File: src/rtl/sar_adc_ctrl_if.sv
// Control/front-end signal bundle for the SAR ADC sequencer.
// The slave modport is the sequencer's view; master is the system/analog side.
interface sar_adc_ctrl_if #(
    parameter int N_BITS = 10
);
    logic              start;
    logic              comp_in;
    logic              sample_en;
    logic [N_BITS-1:0] dac_code;
    logic              busy;
    logic [N_BITS-1:0] result;
    logic              result_valid;
    logic              overrun;

    modport slave (
        input  start, comp_in,
        output sample_en, dac_code, busy, result, result_valid, overrun
    );

    modport master (
        output start, comp_in,
        input  sample_en, dac_code, busy, result, result_valid, overrun
    );
endinterface

File: src/rtl/sar_adc_ctrl.sv
// SAR ADC sequencer: sample window, MSB-first binary search on comp_in,
// registered result with a one-cycle valid pulse.
module sar_adc_ctrl #(
    parameter int N_BITS        = 10,
    parameter int SAMPLE_CYCLES = 4,
    parameter int SETTLE_CYCLES = 1
) (
    input  logic         clk,
    input  logic         reset,
    sar_adc_ctrl_if.slave bus
);
    localparam int SCNT_W = (SAMPLE_CYCLES > 1) ? $clog2(SAMPLE_CYCLES) : 1;
    localparam int TCNT_W = (SETTLE_CYCLES > 1) ? $clog2(SETTLE_CYCLES) : 1;
    localparam int BIT_W  = $clog2(N_BITS);

    typedef enum logic [1:0] {IDLE, SAMPLE, CONV, DONE} state_t;

    state_t              r_state, w_state_nxt;
    logic [SCNT_W-1:0]   r_scnt, w_scnt_nxt;
    logic [TCNT_W-1:0]   r_tcnt, w_tcnt_nxt;
    logic [BIT_W-1:0]    r_bit, w_bit_nxt;
    logic [N_BITS-1:0]   r_dac, w_dac_nxt;
    logic [N_BITS-1:0]   r_result, w_result_nxt;
    logic                r_sample_en, w_sample_en_nxt;
    logic                r_busy, w_busy_nxt;
    logic                r_valid, w_valid_nxt;
    logic                r_overrun, w_overrun_nxt;
    logic [N_BITS-1:0]   w_trial;

    always_ff @(posedge clk or posedge reset) begin
        if (reset) begin
            r_state     <= IDLE;
            r_scnt      <= '0;
            r_tcnt      <= '0;
            r_bit       <= '0;
            r_dac       <= '0;
            r_result    <= '0;
            r_sample_en <= 1'b0;
            r_busy      <= 1'b0;
            r_valid     <= 1'b0;
            r_overrun   <= 1'b0;
        end else begin
            r_state     <= w_state_nxt;
            r_scnt      <= w_scnt_nxt;
            r_tcnt      <= w_tcnt_nxt;
            r_bit       <= w_bit_nxt;
            r_dac       <= w_dac_nxt;
            r_result    <= w_result_nxt;
            r_sample_en <= w_sample_en_nxt;
            r_busy      <= w_busy_nxt;
            r_valid     <= w_valid_nxt;
            r_overrun   <= w_overrun_nxt;
        end
    end

    // All outputs are computed one cycle ahead so they leave the block registered.
    always_comb begin
        w_state_nxt     = r_state;
        w_scnt_nxt      = r_scnt;
        w_tcnt_nxt      = r_tcnt;
        w_bit_nxt       = r_bit;
        w_dac_nxt       = r_dac;
        w_result_nxt    = r_result;
        w_sample_en_nxt = 1'b0;
        w_busy_nxt      = 1'b0;
        w_valid_nxt     = 1'b0;
        w_overrun_nxt   = 1'b0;
        w_trial         = r_dac;

        case (r_state)
            IDLE, DONE: begin
                w_dac_nxt = '0;
                if (bus.start) begin
                    w_state_nxt     = SAMPLE;
                    w_scnt_nxt      = '0;
                    w_sample_en_nxt = 1'b1;
                    w_busy_nxt      = 1'b1;
                end else begin
                    w_state_nxt = IDLE;
                end
            end
            SAMPLE: begin
                w_overrun_nxt = bus.start;
                w_busy_nxt    = 1'b1;
                if (r_scnt == SCNT_W'(SAMPLE_CYCLES - 1)) begin
                    w_state_nxt            = CONV;
                    w_tcnt_nxt             = '0;
                    w_bit_nxt              = BIT_W'(N_BITS - 1);
                    w_dac_nxt              = '0;
                    w_dac_nxt[N_BITS-1]    = 1'b1;
                end else begin
                    w_scnt_nxt      = r_scnt + 1'b1;
                    w_sample_en_nxt = 1'b1;
                end
            end
            CONV: begin
                w_overrun_nxt = bus.start;
                w_busy_nxt    = 1'b1;
                if (r_tcnt == TCNT_W'(SETTLE_CYCLES - 1)) begin
                    w_tcnt_nxt = '0;
                    if (!bus.comp_in) w_trial[r_bit] = 1'b0;
                    if (r_bit == '0) begin
                        w_state_nxt  = DONE;
                        w_result_nxt = w_trial;
                        w_valid_nxt  = 1'b1;
                        w_busy_nxt   = 1'b0;
                    end else begin
                        w_trial[r_bit - 1'b1] = 1'b1;
                        w_bit_nxt             = r_bit - 1'b1;
                    end
                    w_dac_nxt = w_trial;
                end else begin
                    w_tcnt_nxt = r_tcnt + 1'b1;
                end
            end
            default: w_state_nxt = IDLE;
        endcase
    end

    assign bus.sample_en    = r_sample_en;
    assign bus.dac_code     = r_dac;
    assign bus.busy         = r_busy;
    assign bus.result       = r_result;
    assign bus.result_valid = r_valid;
    assign bus.overrun      = r_overrun;
endmodule

File: src/flat_wrapper.sv
// flat-port wrapper written by rule: the top's interface ports become plain ports
module sar_adc_ctrl_flat 
#(
    parameter int N_BITS        = 10,
    parameter int SAMPLE_CYCLES = 4,
    parameter int SETTLE_CYCLES = 1
)
  (clk, reset, bus_start, bus_comp_in, bus_sample_en, bus_dac_code, bus_busy, bus_result, bus_result_valid, bus_overrun);
  sar_adc_ctrl_if #(.N_BITS(N_BITS)) bus_i ();
  input  logic clk;
  input  logic reset;
  input wire logic [$bits(bus_i.start)-1:0] bus_start;
  input wire logic [$bits(bus_i.comp_in)-1:0] bus_comp_in;
  output wire logic [$bits(bus_i.sample_en)-1:0] bus_sample_en;
  output wire logic [$bits(bus_i.dac_code)-1:0] bus_dac_code;
  output wire logic [$bits(bus_i.busy)-1:0] bus_busy;
  output wire logic [$bits(bus_i.result)-1:0] bus_result;
  output wire logic [$bits(bus_i.result_valid)-1:0] bus_result_valid;
  output wire logic [$bits(bus_i.overrun)-1:0] bus_overrun;
  assign bus_i.start = bus_start;
  assign bus_i.comp_in = bus_comp_in;
  assign bus_sample_en = bus_i.sample_en;
  assign bus_dac_code = bus_i.dac_code;
  assign bus_busy = bus_i.busy;
  assign bus_result = bus_i.result;
  assign bus_result_valid = bus_i.result_valid;
  assign bus_overrun = bus_i.overrun;
  sar_adc_ctrl #(.N_BITS(N_BITS), .SAMPLE_CYCLES(SAMPLE_CYCLES), .SETTLE_CYCLES(SETTLE_CYCLES)) u_core (.clk(clk), .reset(reset), .bus(bus_i));
endmodule
File: config.mk
export PLATFORM = sky130hd
export DESIGN_NAME = sar_adc_ctrl_flat
export DESIGN_NICKNAME = d
export VERILOG_FILES = /design/src/rtl/sar_adc_ctrl_if.sv /design/src/rtl/sar_adc_ctrl.sv /design/src/flat_wrapper.sv
export SDC_FILE = /design/constraint.sdc
export NUM_CORES = 1
export LEC_CHECK = 0
export BUFFER_PORTS_ARGS = -buffer_cell sky130_fd_sc_hd__buf_2
export CELL_PAD_IN_SITES_DETAIL_PLACEMENT = 0
export CELL_PAD_IN_SITES_GLOBAL_PLACEMENT = 1
export CORE_MARGIN = 2
export CORE_UTILIZATION = 35
export CTS_CLUSTER_DIAMETER = 150
export DETAILED_ROUTE_END_ITERATION = 16
export PLACE_DENSITY_LB_ADDON = 0.15
export SYNTH_ARGS = -nofsm -noshare
export SYNTH_HDL_FRONTEND = slang
export SYNTH_SLANG_ARGS = --single-unit
File: constraint.sdc
create_clock -name clk -period 2.1 [get_ports clk]
set_clock_uncertainty 0.05 [all_clocks]
set_input_delay 0.105 -clock clk [delete_from_list [all_inputs] [get_ports clk]]
set_output_delay 0.105 -clock clk [all_outputs]
set_load 0.01 [all_outputs]
==> results.sh, run 1 <==
export IMPL_syn_area_sq_um=1730
export IMPL_crit_required_ns=2.22
export IMPL_grt_pass1_wl_um=7000
export IMPL_critPathMaxStageDelay_ns=0.53
export IMPL_ys_flop_type="dfrtp_1"
export IMPL_gp_congestion=0.890
export IMPL_vias=1435
export IMPL_finalHoldViolCount=0
export IMPL_vias_per_cell=5.11
export IMPL_max_cap_violations=0
export IMPL_rsz0062_at_grt="false"
export IMPL_avgSynthCellArea_sq_um=9.82
export IMPL_start_kind="register"
export IMPL_tritoncts="built"
export IMPL_die_y_um=74.3
export IMPL_fin_tns_setup_ns=0
export IMPL_area_delta_synth_final_pct=21.6
export IMPL_worst_path_max_delay_cell="or3_1"
export IMPL_finalCriticalPeriod_ns=1.95
export IMPL_power_density_nw_per_um2=1330
export IMPL_synth_top_area_share_pct=46.3
export IMPL_drtIter0Drc=111
export IMPL_vdd_drop_max_v=0.000503
export IMPL_clk_latency_ns=0.28
export IMPL_drive_gt1_share_pct=27.1
export IMPL_synth_common_cells="dfrtp_1, nand2_1, o21ai_0"
export IMPL_outcome="completed"
export IMPL_synthTopCellsByArea="dfrtp_1, ha_1, o21ai_0, nand2_1, mux2_2"
export IMPL_yosysWarnings=0
export IMPL_fmax_mhz=512
export IMPL_dieWidth_um=74.3
export IMPL_dp_hpwl_um=3000
export IMPL_cts_num_sinks=32
export IMPL_grtUsageTotal_pct=16.8
export IMPL_synth_async_reset_ratio_pct=100
export IMPL_crit_type="reg -> reg"
export IMPL_rows=25
export IMPL_clk_pin_slew_ns=0.07
export IMPL_path_cells="ha_1, nor2b_1, or3_1, buf_4, o31a_1"
export IMPL_finalNonFillerCells=281
export IMPL_setup_viol=0
export IMPL_cts_max_level=2
export IMPL_ant_nets=0
export IMPL_maxSlewViolCount=0
export IMPL_relSlewSlack_pct=62.4
export IMPL_die_area_sq_um=5520
export IMPL_p_leak_nw=1.03
export IMPL_synth_edff_count=0
export IMPL_synth_cells=176
export IMPL_wl_per_cell_um=14.8
export IMPL_place_inst=272
export IMPL_numCtsBuffers=5
export IMPL_min_path_type="in -> reg"
export IMPL_gr_total_overflow=0
export IMPL_nNetsFinal=224
export IMPL_clockRootBuffer="clkbuf_8"
export IMPL_ios=28
export IMPL_coreArea_sq_um=4750
export IMPL_crit_arrival_ns=2.08
export IMPL_numPortBuffers=27
export IMPL_first_pass_iters=4
export IMPL_synth_seq_cells=32
export IMPL_wl_um=4170
export IMPL_worst_path_max_fanout=11
export IMPL_grt_pass1_vias=1411
export IMPL_antenna_found_initial=0
export IMPL_synth_fp_nets=187
export IMPL_drc=0
export IMPL_worst_slew_pin_slew_ns=0.564
export IMPL_synth_seq_area_share_pct=46.3
export IMPL_antenna_cells_inserted=0
export IMPL_grt_max_degree=33
export IMPL_synth_cell_types=41
export IMPL_finalCritPeriodShare_pct=93.0
export IMPL_yosysMostFrequentCell="dfrtp_1"
export IMPL_post_cts_resized=0
export IMPL_start_util_pct=36.4
export IMPL_cts_path_max_buffers=2
export IMPL_synth_top_cell_by_area="dfrtp_1"
export IMPL_end_kind="register"
-- power by group --
group	total, mW	internal (mW)	switching, mW
logic	1.32	0.551	0.767
clock network	0.583	0.352	0.231
registers	0.897	0.771	0.126
total	2.80	1.67	1.12
-- sequential cells by signal (all words and copies together), names as in the netlist --
signal,cells
u_core.r_bit,4
u_core.r_scnt,2
u_core.bus.result,10
u_core.bus.dac_code,10
u_core.bus.sample_en,1
u_core.r_state,2
u_core.bus.result_valid,1
u_core.bus.overrun,1
u_core.bus.busy,1
-- final cells by class --
class                      count  area, sq um
clock inverter                 2         35.0
sequential                    32          801
inverter                       9         33.8
timing repair buffer          39          228
multi-input combinational    126          850
clock buffer                   6         72.6
tap                           67         83.8
fill                         499         2650
-- repair_timing --
action / in CTS / in global routing
endpoints found under the hold margin: 32 / 0
setup endpoints to repair: 0 / 0
hold buffers: 1 / 0
buffers inserted: 0 / 0
-- metrics by stage --
stage	instance area [sq um]	hold slack (ns)	power, mW	util (%)	setup slack (ns)
4_1_cts	2100	0.0543	2.83	44.2	0.129
5_1_grt	2100	0.0594	3.03	44.2	0.0211
6_report	2100	0.0555	2.80	44.2	0.147
3_3_place_gp	1990	0.162	2.20	41.8	0.204
3_5_place_dp	1990	0.172	2.23	41.8	0.140
2_1_floorplan	1730	0.171	1.81	-	0.230
-- routing by layer --
| layer | up-vias | wire (um) | part of all wire, % | global-route usage [%] |
|---|---|---|---|---|
| met5 | - | 0 | 0 | 0 |
| met4 | 0 | 55 | 1.3 | 4.76 |
| met3 | 6 | 199 | 4.8 | 2.85 |
| met2 | 39 | 1980 | 48 | 27.0 |
| met1 | 689 | 1930 | 46 | 23.6 |
| li1 | 701 | - | - | - |
-- critical path: cells and delay by family, from the launching register on --
kind | cells | cell delay, ns
buf+inv | 1 | 0.25
flops | 1 | 0.39
compound gates | 1 | 0.23
simple gates | 2 | 0.62
fa+ha+maj | 1 | 0.30
-- path summary, 6_finish.rpt --
kind / from / to / slack [ns] / depth (start not counted)
max in group asynchronous: reset / u_core.r_state[1] / 1.29 / 4
min in group asynchronous: reset / u_core.bus.result[6] / 0.40 / 4
hold / removal: bus_start / u_core.bus.overrun / 0.06 / 2
setup reg to reg: u_core.r_scnt[1] / u_core.r_bit[0] / 0.15 / 5
hold reg to reg: u_core.bus.result[2] / u_core.bus.result[2] / 0.41 / 2
setup / recovery: u_core.r_scnt[1] / u_core.r_bit[0] / 0.15 / 5
-- cell usage in the layout, fill, tap and decap left out, types with 2 or more instances in the layout --
cell,netlist,final
a22o_1,6,6
and3_1,3,3
o21ai_2,3,3
nor3_1,4,4
nand3_1,2,2
nand4_1,3,3
nand2_1,19,19
nor2_1,11,11
a21oi_1,5,5
dfrtp_1,32,32
buf_2,3,27
nor2b_1,6,6
a22oi_1,2,2
o31ai_1,4,4
o21ai_0,17,17
o21a_1,2,2
or3_1,3,3
and2_1,2,2
clkbuf_8,0,5
nand2b_1,5,5
buf_4,0,11
mux2_2,6,6
inv_1,8,8
ha_1,7,7
-- cell families after synthesis --
logic type,synth area share (%)
AND/OR/NAND/NOR,19.2
AO/OA/AOI/OAI,20.4
flip-flops,46.3
buffers and inverters,4.56
multiplexers,4.49
adder cells (fa/ha/maj),5.06
No activity file was read; power rests on OpenSTA's default activity.
==> inputs of run 2 (changes only) <==
- BUFFER_PORTS_ARGS: -buffer_cell sky130_fd_sc_hd__buf_2 -> -buffer_cell sky130_fd_sc_hd__buf_4
- TNS_END_PERCENT: not set -> 5
- clock period: 2.1 -> 1.6 ns (I/O delays scaled with it)
==> run 2 against run 1 <==
The run now ends with setup timing left. Cell count grew 11%. Via count up 9.3%. Critical path depth grew 1. Sequential share of layout area is 6.3 points lower. Largest power group unchanged. Count of clock-buffer cells in the layout unchanged. Non-clock buffer count is 30 higher. Die area did not move. Clock power increased by 32%. Sequential power up 28%. Combinational power rose by 94%. Global-route usage increased by 1.9 points. Flip-flop and latch count unchanged.
==> results.sh, run 2 (synthesis gave the netlist of run 1 again) <==
export IMPL_nNetsFinal=255
export IMPL_drtIter0Drc=69
export IMPL_ant_nets=0
export IMPL_antenna_cells_inserted=0
export IMPL_clockPowerShare_pct=17.1
export IMPL_drt_met1_wl_um=2100
export IMPL_final_common_cell="buf_4"
export IMPL_grtUsageTotal_pct=18.8
export IMPL_layout_common_cells="buf_4, dfrtp_1, nand2_1"
export IMPL_finalCritPeriodShare_pct=107
export IMPL_first_pass_iters=4
export IMPL_r2r_start="u_core.r_state[1]"
export IMPL_grt_max_degree=33
export IMPL_hold_worst_slack_ns=0.0171
export IMPL_power_density_nw_per_um2=1780
export IMPL_gp_congestion=0.824
export IMPL_rows=25
export IMPL_end_kind="register"
export IMPL_rsz0062_at_grt="true"
export IMPL_wl_per_cell_um=15.0
export IMPL_wl_met2_um=2290
export IMPL_vdd_drop_max_v=0.000807
export IMPL_start_kind="register"
export IMPL_vias=1568
export IMPL_swShare_pct=37.8
export IMPL_drc=0
export IMPL_hold_start="bus_start"
export IMPL_max_cap_violations=0
export IMPL_start_util_pct=36.4
export IMPL_maxSlewViolCount=0
export IMPL_cts_max_level=2
export IMPL_fin_ws_ns=-0.116
export IMPL_outcome="finished, violations left"
export IMPL_dp_hpwl_um=3350
export IMPL_grt_pass1_vias=1543
export IMPL_grt_pass1_wl_um=7550
export IMPL_crit_required_ns=1.73
export IMPL_top_layer="met4"
export IMPL_netSwitchingPower_mw=1.69
export IMPL_dieWidth_um=74.3
export IMPL_rr_worst_depth=6
export IMPL_cts_num_sinks=32
export IMPL_combPwrFrac_pct=57.1
export IMPL_finalHoldViolCount=0
export IMPL_drive_gt1_share_pct=43.7
export IMPL_p_seq_share_pct=25.8
export IMPL_numCtsBuffers=5
export IMPL_crit_arrival_ns=1.85
export IMPL_critPathLaunch="u_core.r_state[1]"
export IMPL_antenna_found_initial=0
export IMPL_min_path_type="in -> reg"
export IMPL_clk_latency_ns=0.29
export IMPL_clk_pin_slew_ns=0.07
export IMPL_min_path_cells=2
export IMPL_vias_per_cell=5.03
export IMPL_fmax_mhz=583
export IMPL_crit_type="reg -> reg"
export IMPL_worst_slew_pin_slew_ns=0.415
export IMPL_relSlewSlack_pct=72.3
export IMPL_die_y_um=74.3
export IMPL_p_int_mw=2.79
export IMPL_fin_tns_setup_ns=-0.723
export IMPL_ios=28
export IMPL_cts_path_max_buffers=2
export IMPL_p_leak_nw=1.20
export IMPL_coreArea_sq_um=4750
export IMPL_area_delta_synth_final_pct=45.7
export IMPL_wl_met3_um=166
export IMPL_numPortBuffers=27
export IMPL_setup_viol=11
export IMPL_violations="setup timing"
export IMPL_clockRootBuffer="clkbuf_8"
export IMPL_worst_path_max_fanout=6
export IMPL_tritoncts="built"
export IMPL_finalCriticalPeriod_ns=1.72
export IMPL_die_area_sq_um=5520
export IMPL_gr_total_overflow=0
export IMPL_wl_um=4670
## run 2: cell types whose count changed in the layout (fill, tap and decap cells not counted), moves of 3 or more
cell | previous run | this run
o21ai_0 | 17 | 13
or3_4 | 0 | 3
o21ai_1 | 0 | 3
buf_2 | 27 | 0
buf_4 | 11 | 65
ha_1 | 7 | 4
mux2_2 | 6 | 2
buf_6 | 0 | 3
inv_1 | 8 | 5
mux2_4 | 0 | 4
nor2b_1 | 6 | 3
## run 2: worst max-delay path, stage by stage, from the launching register on
cell     delay [ns]
dfrtp_1        0.37
inv_1          0.06
ha_2           0.18
nor2b_4        0.13
or3_4          0.44
buf_6          0.15
o31a_1         0.23
## run 2: area by class of cell
cell class	instances	area, sq um
Inverter	9	38.8
Tap cell	67	83.8
Clock buffer	6	72.6
Fill cell	464	2230
Timing Repair Buffer	69	532
Multi-Input combinational cell	127	957
Clock inverter	2	35.0
Sequential cell	32	801
## run 2: stage by stage
step                      instances  worst slack (ns)  instance area, sq um  total power [mW]  utilization [%]
final                           312            -0.116                  2520              4.48             53.0
after global placement          299            -0.258                  2260              3.31             47.5
after global routing            312            -0.166                  2520              4.82             53.0
after floorplan                 176            -0.235                  1730              2.38                -
after CTS                       310            -0.110                  2460              4.39             51.8
after detailed placement        299            -0.316                  2260              3.37             47.5
## run 2: power groups by stage
stage | Sequential [mW] | Clock (mW) | Combinational, mW
after floorplan | 1.21 | 0 | 1.18
after global placement | 1.15 | 0 | 2.16
after detailed placement | 1.16 | 0 | 2.20
after CTS | 1.16 | 0.784 | 2.44
after global routing | 1.18 | 0.813 | 2.83
final | 1.15 | 0.768 | 2.56
## run 2: routing by layer
metal | track usage [%] | up-vias
met5 | 0 | -
met4 | 8.73 | 0
met3 | 5.15 | 9
met2 | 29.2 | 31
met1 | 24.4 | 766
li1 | - | 762
## run 2: worst paths after layout
kind,slack [ns],endpoint
worst max-delay path,-0.12,u_core.r_bit[0]
worst min-delay path,0.02,u_core.bus.overrun
worst max register to register,-0.12,u_core.r_bit[0]
worst min register to register,0.42,u_core.bus.result[3]
max in group asynchronous,0.81,u_core.bus.dac_code[3]
min in group asynchronous,0.38,u_core.bus.busy
## run 2: timing repair
action,4_1_cts,5_1_grt
pin swaps,3,5
cloned,1,0
endpoints found under the hold margin,32,0
buffers inserted,1,2
setup endpoints to repair,20,25
gates resized for setup,19,15
hold buffers,1,0
